==> src/rtl/exu_oitf_pkg.sv <==
// Shared widths and entry payload type for the outstanding instruction track FIFO.
// Macro defaults stand in for the core-wide defines when they are not supplied.
`ifndef RFIDX_WIDTH
`define RFIDX_WIDTH 5
`endif
`ifndef PC_SIZE
`define PC_SIZE 32
`endif
`ifndef OITF_DEPTH
`define OITF_DEPTH 2
`endif

package exu_oitf_pkg;

  localparam int RFIDX_W   = `RFIDX_WIDTH;
  localparam int PC_W      = `PC_SIZE;
  localparam int DEPTH_DEF = `OITF_DEPTH;

  typedef struct packed {
    logic               rdwen;
    logic [RFIDX_W-1:0] rdidx;
    logic [PC_W-1:0]    pc;
  } oitf_entry_t;

  // An entry hazards against a register only if it is live and really writes rd.
  function automatic logic rd_hit(input logic vld, input oitf_entry_t ent,
                                  input logic [RFIDX_W-1:0] idx);
    return vld & ent.rdwen & (ent.rdidx == idx);
  endfunction

endpackage

==> src/rtl/exu_oitf_ptr.sv <==
// Wrap-flag FIFO pointer: low bits index the entry, MSB toggles on each wrap.
module exu_oitf_ptr #(
  parameter int DEPTH = 2,
  parameter int PTR_W = $clog2(DEPTH)
) (
  input  logic           clk,
  input  logic           rst_n,
  input  logic           inc,
  output logic [PTR_W:0] ptr
);

  always_ff @(posedge clk or negedge rst_n) begin
    if (!rst_n) begin
      ptr <= '0;
    end else if (inc) begin
      if (ptr[PTR_W-1:0] == PTR_W'(DEPTH - 1)) begin
        ptr <= {~ptr[PTR_W], {PTR_W{1'b0}}};
      end else begin
        ptr <= ptr + (PTR_W + 1)'(1);
      end
    end
  end

endmodule

==> src/rtl/exu_oitf.sv <==
// Outstanding instruction track FIFO for long-pipe ops: allocation at dispatch,
// in-order retire at writeback, and RAW/WAW hazard flags back to dispatch.
`ifndef RFIDX_WIDTH
`define RFIDX_WIDTH 5
`endif
`ifndef PC_SIZE
`define PC_SIZE 32
`endif
`ifndef OITF_DEPTH
`define OITF_DEPTH 2
`endif

module exu_oitf
  import exu_oitf_pkg::*;
#(
  parameter int DEPTH = `OITF_DEPTH,
  parameter int PTR_W = $clog2(DEPTH)
) (
  input  logic                    clk,
  input  logic                    rst_n,
  input  logic                    dis_ena,
  output logic                    dis_ready,
  input  logic                    disp_i_rdwen,
  input  logic [`RFIDX_WIDTH-1:0] disp_i_rdidx,
  input  logic [`PC_SIZE-1:0]     disp_i_pc,
  input  logic                    disp_i_rs1en,
  input  logic                    disp_i_rs2en,
  input  logic [`RFIDX_WIDTH-1:0] disp_i_rs1idx,
  input  logic [`RFIDX_WIDTH-1:0] disp_i_rs2idx,
  output logic                    oitfrd_match_disprs1,
  output logic                    oitfrd_match_disprs2,
  output logic                    oitfrd_match_disprd,
  output logic [PTR_W-1:0]        dis_ptr,
  input  logic                    oitf_ret_ena,
  output logic                    oitf_ret_rdwen,
  output logic [`RFIDX_WIDTH-1:0] oitf_ret_rdidx,
  output logic [`PC_SIZE-1:0]     oitf_ret_pc,
  output logic [PTR_W-1:0]        ret_ptr,
  output logic                    oitf_empty
);

  logic [PTR_W:0]   wr_ptr;
  logic [PTR_W:0]   rd_ptr;
  logic             empty;
  logic             full;
  logic             wr_ena;
  logic             rd_ena;
  logic [DEPTH-1:0] vld;
  logic [DEPTH-1:0] hit_rs1;
  logic [DEPTH-1:0] hit_rs2;
  logic [DEPTH-1:0] hit_rd;
  oitf_entry_t      ent [DEPTH];
  oitf_entry_t      dis_ent;
  oitf_entry_t      ret_ent;

  assign empty  = (wr_ptr == rd_ptr);
  assign full   = (wr_ptr[PTR_W-1:0] == rd_ptr[PTR_W-1:0]) &&
                  (wr_ptr[PTR_W] != rd_ptr[PTR_W]);

  // Illegal requests are dropped here so the FIFO state can never corrupt.
  assign wr_ena = dis_ena & ~full;
  assign rd_ena = oitf_ret_ena & ~empty;

  exu_oitf_ptr #(.DEPTH(DEPTH), .PTR_W(PTR_W)) u_wr_ptr (
    .clk   (clk),
    .rst_n (rst_n),
    .inc   (wr_ena),
    .ptr   (wr_ptr)
  );

  exu_oitf_ptr #(.DEPTH(DEPTH), .PTR_W(PTR_W)) u_rd_ptr (
    .clk   (clk),
    .rst_n (rst_n),
    .inc   (rd_ena),
    .ptr   (rd_ptr)
  );

  assign dis_ent.rdwen = disp_i_rdwen;
  assign dis_ent.rdidx = disp_i_rdidx;
  assign dis_ent.pc    = disp_i_pc;

  for (genvar i = 0; i < DEPTH; i++) begin : g_ent
    logic        vld_q;
    oitf_entry_t ent_q;

    always_ff @(posedge clk or negedge rst_n) begin
      if (!rst_n) begin
        vld_q <= 1'b0;
        ent_q <= '0;
      end else if (wr_ena && (wr_ptr[PTR_W-1:0] == PTR_W'(i))) begin
        vld_q <= 1'b1;
        ent_q <= dis_ent;
      end else if (rd_ena && (rd_ptr[PTR_W-1:0] == PTR_W'(i))) begin
        vld_q <= 1'b0;
      end
    end

    assign vld[i]     = vld_q;
    assign ent[i]     = ent_q;
    assign hit_rs1[i] = rd_hit(vld_q, ent_q, disp_i_rs1idx);
    assign hit_rs2[i] = rd_hit(vld_q, ent_q, disp_i_rs2idx);
    assign hit_rd[i]  = rd_hit(vld_q, ent_q, disp_i_rdidx);
  end

  // A retiring entry is still in hit_* this cycle, which keeps the flags conservative.
  assign oitfrd_match_disprs1 = disp_i_rs1en & (|hit_rs1);
  assign oitfrd_match_disprs2 = disp_i_rs2en & (|hit_rs2);
  assign oitfrd_match_disprd  = disp_i_rdwen & (|hit_rd);

  assign ret_ent        = ent[rd_ptr[PTR_W-1:0]];
  assign oitf_ret_rdwen = ret_ent.rdwen;
  assign oitf_ret_rdidx = ret_ent.rdidx;
  assign oitf_ret_pc    = ret_ent.pc;

  assign dis_ptr    = wr_ptr[PTR_W-1:0];
  assign ret_ptr    = rd_ptr[PTR_W-1:0];
  assign dis_ready  = ~full;
  assign oitf_empty = empty;

  a_no_dis_when_full : assert property (@(posedge clk) disable iff (!rst_n)
    !(dis_ena && full))
    else $warning("exu_oitf: dispatch while full, request dropped");

  a_no_ret_when_empty : assert property (@(posedge clk) disable iff (!rst_n)
    !(oitf_ret_ena && empty))
    else $warning("exu_oitf: retire while empty, request dropped");

  // vld is kept for visibility of the occupancy map; it feeds the hit terms directly.
  logic unused_vld;
  assign unused_vld = ^vld;

endmodule
==> config.mk <==
export PLATFORM = sky130hd
export DESIGN_NAME = exu_oitf
export DESIGN_NICKNAME = d
export VERILOG_FILES = /design/src/rtl/exu_oitf_pkg.sv /design/src/rtl/exu_oitf_ptr.sv /design/src/rtl/exu_oitf.sv
export SDC_FILE = /design/constraint.sdc
export NUM_CORES = 1
export LEC_CHECK = 0
export ABC_AREA = 1
export CORE_ASPECT_RATIO = 1.1
export CORE_UTILIZATION = 35
export DETAILED_ROUTE_END_ITERATION = 10
export PLACE_DENSITY = 0.59
export SLEW_MARGIN = 5
export SYNTH_ARGS = -nofsm -noshare
export SYNTH_HDL_FRONTEND = slang
export SYNTH_HIERARCHICAL = 1
export SYNTH_SLANG_ARGS = --single-unit
==> constraint.sdc <==
create_clock -name clk -period 1.6 [get_ports clk]
set_input_delay 0.32 -clock clk [delete_from_list [all_inputs] [get_ports clk]]
set_output_delay 0.32 -clock clk [all_outputs]
set_load 0.005 [all_outputs]
### Word level (Yosys, flattened, before mapping)

Cells that the tools add are included.

| word-level totals | value |
|---|---|
| bits in registers | 82 |
| bits in read-only memories | 0 |
| latch bits | 0 |
| output and inout bits | 45 |
| memories | 0 |
| bits in writable memories | 0 |

| operators by class | value |
|---|---|
| eq/ne operators | 9 |
| divide/modulo/power cells | 0 |
| reduce and logical (&&, ||, !) cells | 10 |
| $lt $le $gt $ge | 1 |
| add/sub/neg operators | 2 |
| $mul | 0 |
| muxes and demuxes | 9 |
| bitwise gates (word level) | 20 |
| shift operators | 0 |

Operators with widths:

| operator | number |
|---|---|
| 2-to-1 mux 38 bit | 3 |
| equality test 5 bit | 6 |
| bitwise AND 1 bit | 13 |
| inverter 1 bit | 6 |
| OR reduction 2 bit | 3 |
| logical AND 1 bit | 5 |
| adder 2 x 1 -> 2 bit, second input constant | 2 |
| 2-to-1 mux 1 bit | 4 |
| 2-to-1 mux 2 bit | 2 |
| nonzero test 2 bit | 2 |
| equality test 2 bit | 1 |
| >= comparator 2 bit, second input constant | 1 |
| inverter 1 -> 2 bit | 1 |
| equality test 1 bit | 1 |
| inequality test 1 bit | 1 |

### Depth between registers and ports, before layout

Gate-level depths: netlist of run 1.

| logic depth | value |
|---|---|
| depth after elaboration | 6 |
| gate-level depth with buffers | 8 |

### Hierarchy

Netlist of run 1, hierarchy kept.

By module, submodules not included:

| module | cells each | sequential area each (µm²) | times used | area an instance (µm²) |
|---|---|---|---|---|
| exu_oitf | 558 | 1951.9 | 1 | 3990.1 |
| exu_oitf_ptr | 10 | 50.0 | 2 | 83.8 |

### Least setup slack after synthesis of run 1

Ideal clock, no wire load.

| path | value |
|---|---|
| path kind | reg2reg |
| start point | reg u_rd_ptr.ptr[0] |
| end point | reg g_ent[1].ent_q, in the netlist ent[32] |
| clock period less this slack | 1.408 ns |
| required time | 1.478 ns |
| arrival | 1.286 ns |
| stages on the path, launching flop included | 9 |
| slack | 0.192 ns |
| path through | dfrtp_1 -> buf_6 -> xnor2_2 -> nand2_2 -> nand3_2 -> buf_6 -> buf_6 -> nand2_1 -> o21ai_1 |

| between the ends | value |
|---|---|
| word-level cells in the longest chain between the ends | 5 |

Ends and longest elaborated chain:

| what | line | RTL |
|---|---|---|
| from (decl) | exu_oitf_ptr.sv:9 | `output logic [PTR_W:0] ptr` |
| from (signal assigned) | exu_oitf_ptr.sv:17 | `ptr <= {~ptr[PTR_W], {PTR_W{1'b0}}};` |
| from (signal assigned) | exu_oitf_ptr.sv:19 | `ptr <= ptr + (PTR_W + 1)'(1);` |
| equality test 1 bit | exu_oitf.sv:57 | `assign full = (wr_ptr[PTR_W-1:0] == rd_ptr[PTR_W-1:0]) &&` |
| logical AND 1 bit | exu_oitf.sv:57 |  |
| inverter 1 bit | - |  |
| via dis_ready | exu_oitf.sv:22 | `output logic dis_ready,` |
| bitwise AND 1 bit | exu_oitf.sv:61 | `assign wr_ena = dis_ena & ~full;` |
| logical AND 1 bit | exu_oitf.sv:90 | `end else if (wr_ena && (wr_ptr[PTR_W-1:0] == PTR_W'(i))) begin` |
| to (signal assigned) | exu_oitf.sv:92 | `ent_q <= dis_ent;` |
| to (decl) | exu_oitf.sv:84 | `oitf_entry_t ent_q;` |

The timed path passes the listed nets, and every way through them passes these cells.
A chain may end at the register's enable or synchronous reset.

### Worst setup path in the final report of run 1

| path | value |
|---|---|
| start point | reg u_rd_ptr.ptr[0] |
| end point | reg g_ent[1].ent_q, in the netlist ent[6] |

| between the ends | value |
|---|---|
| word-level cells in the longest chain between the ends | 5 |

Ends and longest elaborated chain:

| what | line |
|---|---|
| equality test 1 bit | exu_oitf.sv:57 |
| logical AND 1 bit | exu_oitf.sv:57 |
| inverter 1 bit | exu_oitf.sv:61 |
| bitwise AND 1 bit | exu_oitf.sv:61 |
| logical AND 1 bit | exu_oitf.sv:90 |

Every way passes these cells.

==> results of run 1 <==
## critical path, stage by stage, from the launching register on
cell and delay [ns]:
sky130_fd_sc_hd__dfrtp_2 0.43, sky130_fd_sc_hd__buf_6 0.15, sky130_fd_sc_hd__buf_6 0.12, sky130_fd_sc_hd__xnor2_4 0.14, sky130_fd_sc_hd__buf_6 0.13, sky130_fd_sc_hd__nand2_4 0.07, sky130_fd_sc_hd__buf_6 0.11, sky130_fd_sc_hd__nand3_4 0.13
sky130_fd_sc_hd__buf_12 0.20, sky130_fd_sc_hd__buf_16 0.15, sky130_fd_sc_hd__nand2_4 0.05, sky130_fd_sc_hd__o21ai_1 0.07
## final cells by class
| cell class | instances | area, µm² | share of cell area, % |
|---|---|---|---|
| inverter | 70 | 275 | 3.72 |
| timing repair buffer | 198 | 2210 | 29.9 |
| tap | 150 | 188 | 2.54 |
| sequential | 82 | 2060 | 27.8 |
| multi-input combinational | 402 | 2350 | 31.8 |
| clock inverter | 6 | 82.6 | 1.12 |
| clock buffer | 9 | 225 | 3.04 |
## metrics by stage
step                      hold WS [ns]  util [%]
after global routing             0.429      64.1
after floorplan                 0.0244         -
after detailed placement         0.265      47.8
final                            0.404      64.1
after global placement           0.261      47.8
after CTS                        0.442      57.0
## flip-flops by register name (all words and copies together), names as in the netlist
signal	flops
u_wr_ptr/ptr	2
u_rd_ptr/ptr	2
ent	76
g_ent.vld_q	2
## kinds of logic after synthesis
kind of cell,synth area share (%)
flip-flops,49.4
AO/OA/AOI/OAI,10.5
AND/OR/NAND/NOR,28.9
buffers and inverters,10.4
XOR/XNOR,0.813
## what timing repair did
action / 4_1_cts / 5_1_grt
endpoints found under the setup margin: 70 / 126
pin swaps: 24 / 30
hold buffers: 1 / 0
endpoints found under the hold margin: 24 / 0
cloned: 14 / 10
setup buffers: 32 / 16
gates resized for setup: 312 / 190
## worst paths after layout
| check | start | end | slack [ns] | depth (start not counted) |
|---|---|---|---|---|
| worst min-delay path | disp_i_rdidx[2] | ent[72] | 0.40 | 4 |
| min in group asynchronous | rst_n | ent[24] | 0.44 | 2 |
| worst max register to register | u_rd_ptr/ptr[0] | ent[6] | -0.30 | 11 |
| worst max-delay path | u_rd_ptr/ptr[0] | ent[6] | -0.30 | 11 |
| worst min register to register | ent[2] | ent[2] | 0.48 | 2 |
| max in group asynchronous | rst_n | ent[72] | 0.61 | 3 |
## placed cells by master (no fill, tap or decap), types with 30 or more instances in the layout
| master | instances |
|---|---|
| sky130_fd_sc_hd__nand2_4 | 30 |
| sky130_fd_sc_hd__buf_6 | 34 |
| sky130_fd_sc_hd__o21ai_2 | 43 |
| sky130_fd_sc_hd__nand2_1 | 158 |
| sky130_fd_sc_hd__clkdlybuf4s50_1 | 37 |
| sky130_fd_sc_hd__inv_1 | 57 |
| sky130_fd_sc_hd__nand2_2 | 83 |
| sky130_fd_sc_hd__dfrtp_1 | 75 |
| sky130_fd_sc_hd__o21ai_1 | 34 |
| sky130_fd_sc_hd__buf_4 | 38 |
| sky130_fd_sc_hd__buf_2 | 35 |
## layer usage
metal	up-vias	share of wire (%)	wire (µm)	global-route usage, %
met3	39	5.2	790	4.30
li1	2143	-	-	-
met1	2115	40	6180	27.5
met2	137	51	7850	39.7
met4	0	3.0	451	7.50
met5	-	0	0	0
## power groups by stage
stage | clock [mW] | combinational (mW) | sequential, mW
6_report | 2.19 | 10.6 | 4.04
5_1_grt | 2.34 | 11.3 | 4.17
2_1_floorplan | 0 | 3.21 | 3.61
4_1_cts | 2.20 | 8.37 | 3.76
3_3_place_gp | 0 | 6.01 | 3.71
3_5_place_dp | 0 | 6.09 | 3.75
==> results.rst, run 1 <==
.. list-table::
   :header-rows: 1

   * - Metric
     - Value
   * - Number of hold-slack violations in the final timing report
     - 0
   * - Initial antenna violation count
     - 0
   * - Peak supply drop
     - approximately 0.0013 V
   * - Deepest level of the CTS H-tree
     - 3
   * - Post-Place Cells
     - between 800 and 900
   * - Avg WL per Cell
     - 16.7 µm
   * - Violated checks
     - negative setup slack
   * - Critical path required time
     - 1.82 ns
   * - Post-synthesis register bit count
     - ~80
   * - Leakage power of the design
     - a little under 4 nW
   * - Number of iterations in the first detailed-routing pass
     - 5
   * - Internal Dissipation
     - between 9 and 10 mW
   * - Status
     - complete, but fails checks
   * - Number of placement rows
     - 41
   * - Port buffer count
     - 98
   * - Post-route design area
     - between 7000 and 8000 µm²
   * - Maximum number of pins on one net before global-route repair
     - 38
   * - Classification of the worst-slack hold path
     - input pin to flip-flop
   * - Achievable Freq
     - 0.527 GHz
   * - Initial core utilization
     - a little over a third
   * - TritonCTS clock tree
     - built
   * - Count leader, synth
     - sky130_fd_sc_hd__nand2_1
   * - Via count of the routed design
     - approximately 4400
   * - Count of unique library cells instantiated by Yosys
     - 19
   * - Warnings, synthesis
     - 6
   * - Via count of the first global-routing pass
     - 4244
   * - Seq/Total Area, Yosys
     - ~49%
   * - DRC Markers
     - 0
   * - Relative contribution of combinational cells to total power
     - 62.9%
   * - Final critical path time including I/O delays and setup
     - approximately 1.9 ns
   * - Setup repair after global routing missed its margin
     - true
   * - Synth Area per Inst
     - 7.19 µm²
   * - Setup total negative slack
     - -25.81 ns
   * - Synth top area cells
     - sky130_fd_sc_hd__dfrtp_1, sky130_fd_sc_hd__nand2_1, sky130_fd_sc_hd__o21ai_1
   * - Number of nets still failing antenna checks after routing
     - 0
   * - Number of synthesized flops with an enable pin
     - 0
   * - Final critical-path share of the clock period
     - 119%
   * - Share of final-layout standard cells stronger than drive strength 1
     - 45.8%
   * - Top cells by count, synth
     - sky130_fd_sc_hd__nand2_1, sky130_fd_sc_hd__dfrtp_1, sky130_fd_sc_hd__inv_1
   * - CTS Sinks
     - 82
   * - Number of ports placed on the die boundary
     - slightly below 100
   * - Proportion of total power due to net switching
     - about 40%
   * - Kind of launch point of the worst setup path
     - flip-flop
   * - Height of the chip
     - 116 µm
   * - Leading area contributor after synthesis
     - sky130_fd_sc_hd__dfrtp_1
   * - Tightest Pin Transition
     - between 0.3 and 0.4 ns
   * - Main flop type after synthesis
     - sky130_fd_sc_hd__dfrtp_1
   * - Switch Pwr
     - 6.80 mW
   * - Post-Synthesis Net Count
     - around 630
   * - Post-layout nets
     - a little over 800
   * - Relative slew slack
     - between 70 and 80%
   * - Routed wire length
     - approximately 15000 µm
   * - Die Wd
     - about 110 µm
   * - Non-Filler Instances
     - just over 900
   * - Type of the worst setup path
     - flip-flop to flip-flop
   * - Buffer cell driving the clock tree root
     - sky130_fd_sc_hd__clkbuf_16
   * - Layout overhead on the synthesized area
     - 78.0%
   * - Share of power burned in registers
     - 24.1%
   * - Power per cell area
     - 2270 nW/µm²
   * - Highest fanout seen on the critical path
     - 6
   * - Post-Place Cell Area
     - around 5500 µm²
   * - Maxcap violations
     - 0
   * - Maximum root-to-sink buffer count
     - 2
   * - Area fraction of the dominant cell type after synthesis
     - between 40% and 50%
   * - Number of fill cells
     - roughly 960
   * - CTS clock-pin slew for the worst setup and hold paths
     - roughly 0.060 ns
   * - Data arrival at the endpoint of the critical path
     - 2.12 ns
   * - Post-synth design cell area
     - 4160 µm²
   * - Final count of negative-setup-slack endpoints
     - roughly 120
   * - Total Die Area
     - 12300 µm²
   * - Global placer's final weighted congestion
     - between 0.8 and 0.9
   * - Overall Global Routing Usage
     - ~22%
   * - Post-place setup slack
     - -0.642 ns
   * - Cts bufs inserted
     - 9
   * - Setup slack of the critical path after layout
     - -0.299 ns
   * - Number of slew-limit violations in the final report
     - 0
   * - HPWL reported at the end of detailed placement
     - around 7500 µm
   * - Placeable core region
     - around 12000 µm²
   * - Total Power Consumption
     - ~17 mW
   * - Setup crit end kind
     - flip-flop
   * - Congestion Overflow GR
     - 0
   * - Diodes inserted
     - 0
   * - Synth async-reset ratio
     - 100%
   * - Clock network fraction of design power
     - 13.1%
   * - Latest clock arrival within the worst-skew pair
     - 0.35 ns
   * - Worst-case clock skew
     - approximately 0.011 ns
   * - Global-route wire length before repair
     - between 20000 and 25000 µm
   * - Cell count after synthesis
     - 578
   * - Vias per cell
     - 4.84
   * - Initial DRC Count
     - around 280
Power figures use the tool's default switching activity.
==> run 2, diff against run 1 <==
Settings changed: CTS_BUF_LIST set to sky130_fd_sc_hd__clkbuf_16, SLEW_MARGIN 5 to 20.
==> results of run 2 <==
Same layout as run 1: the final DEF is identical, and so are final timing and power.
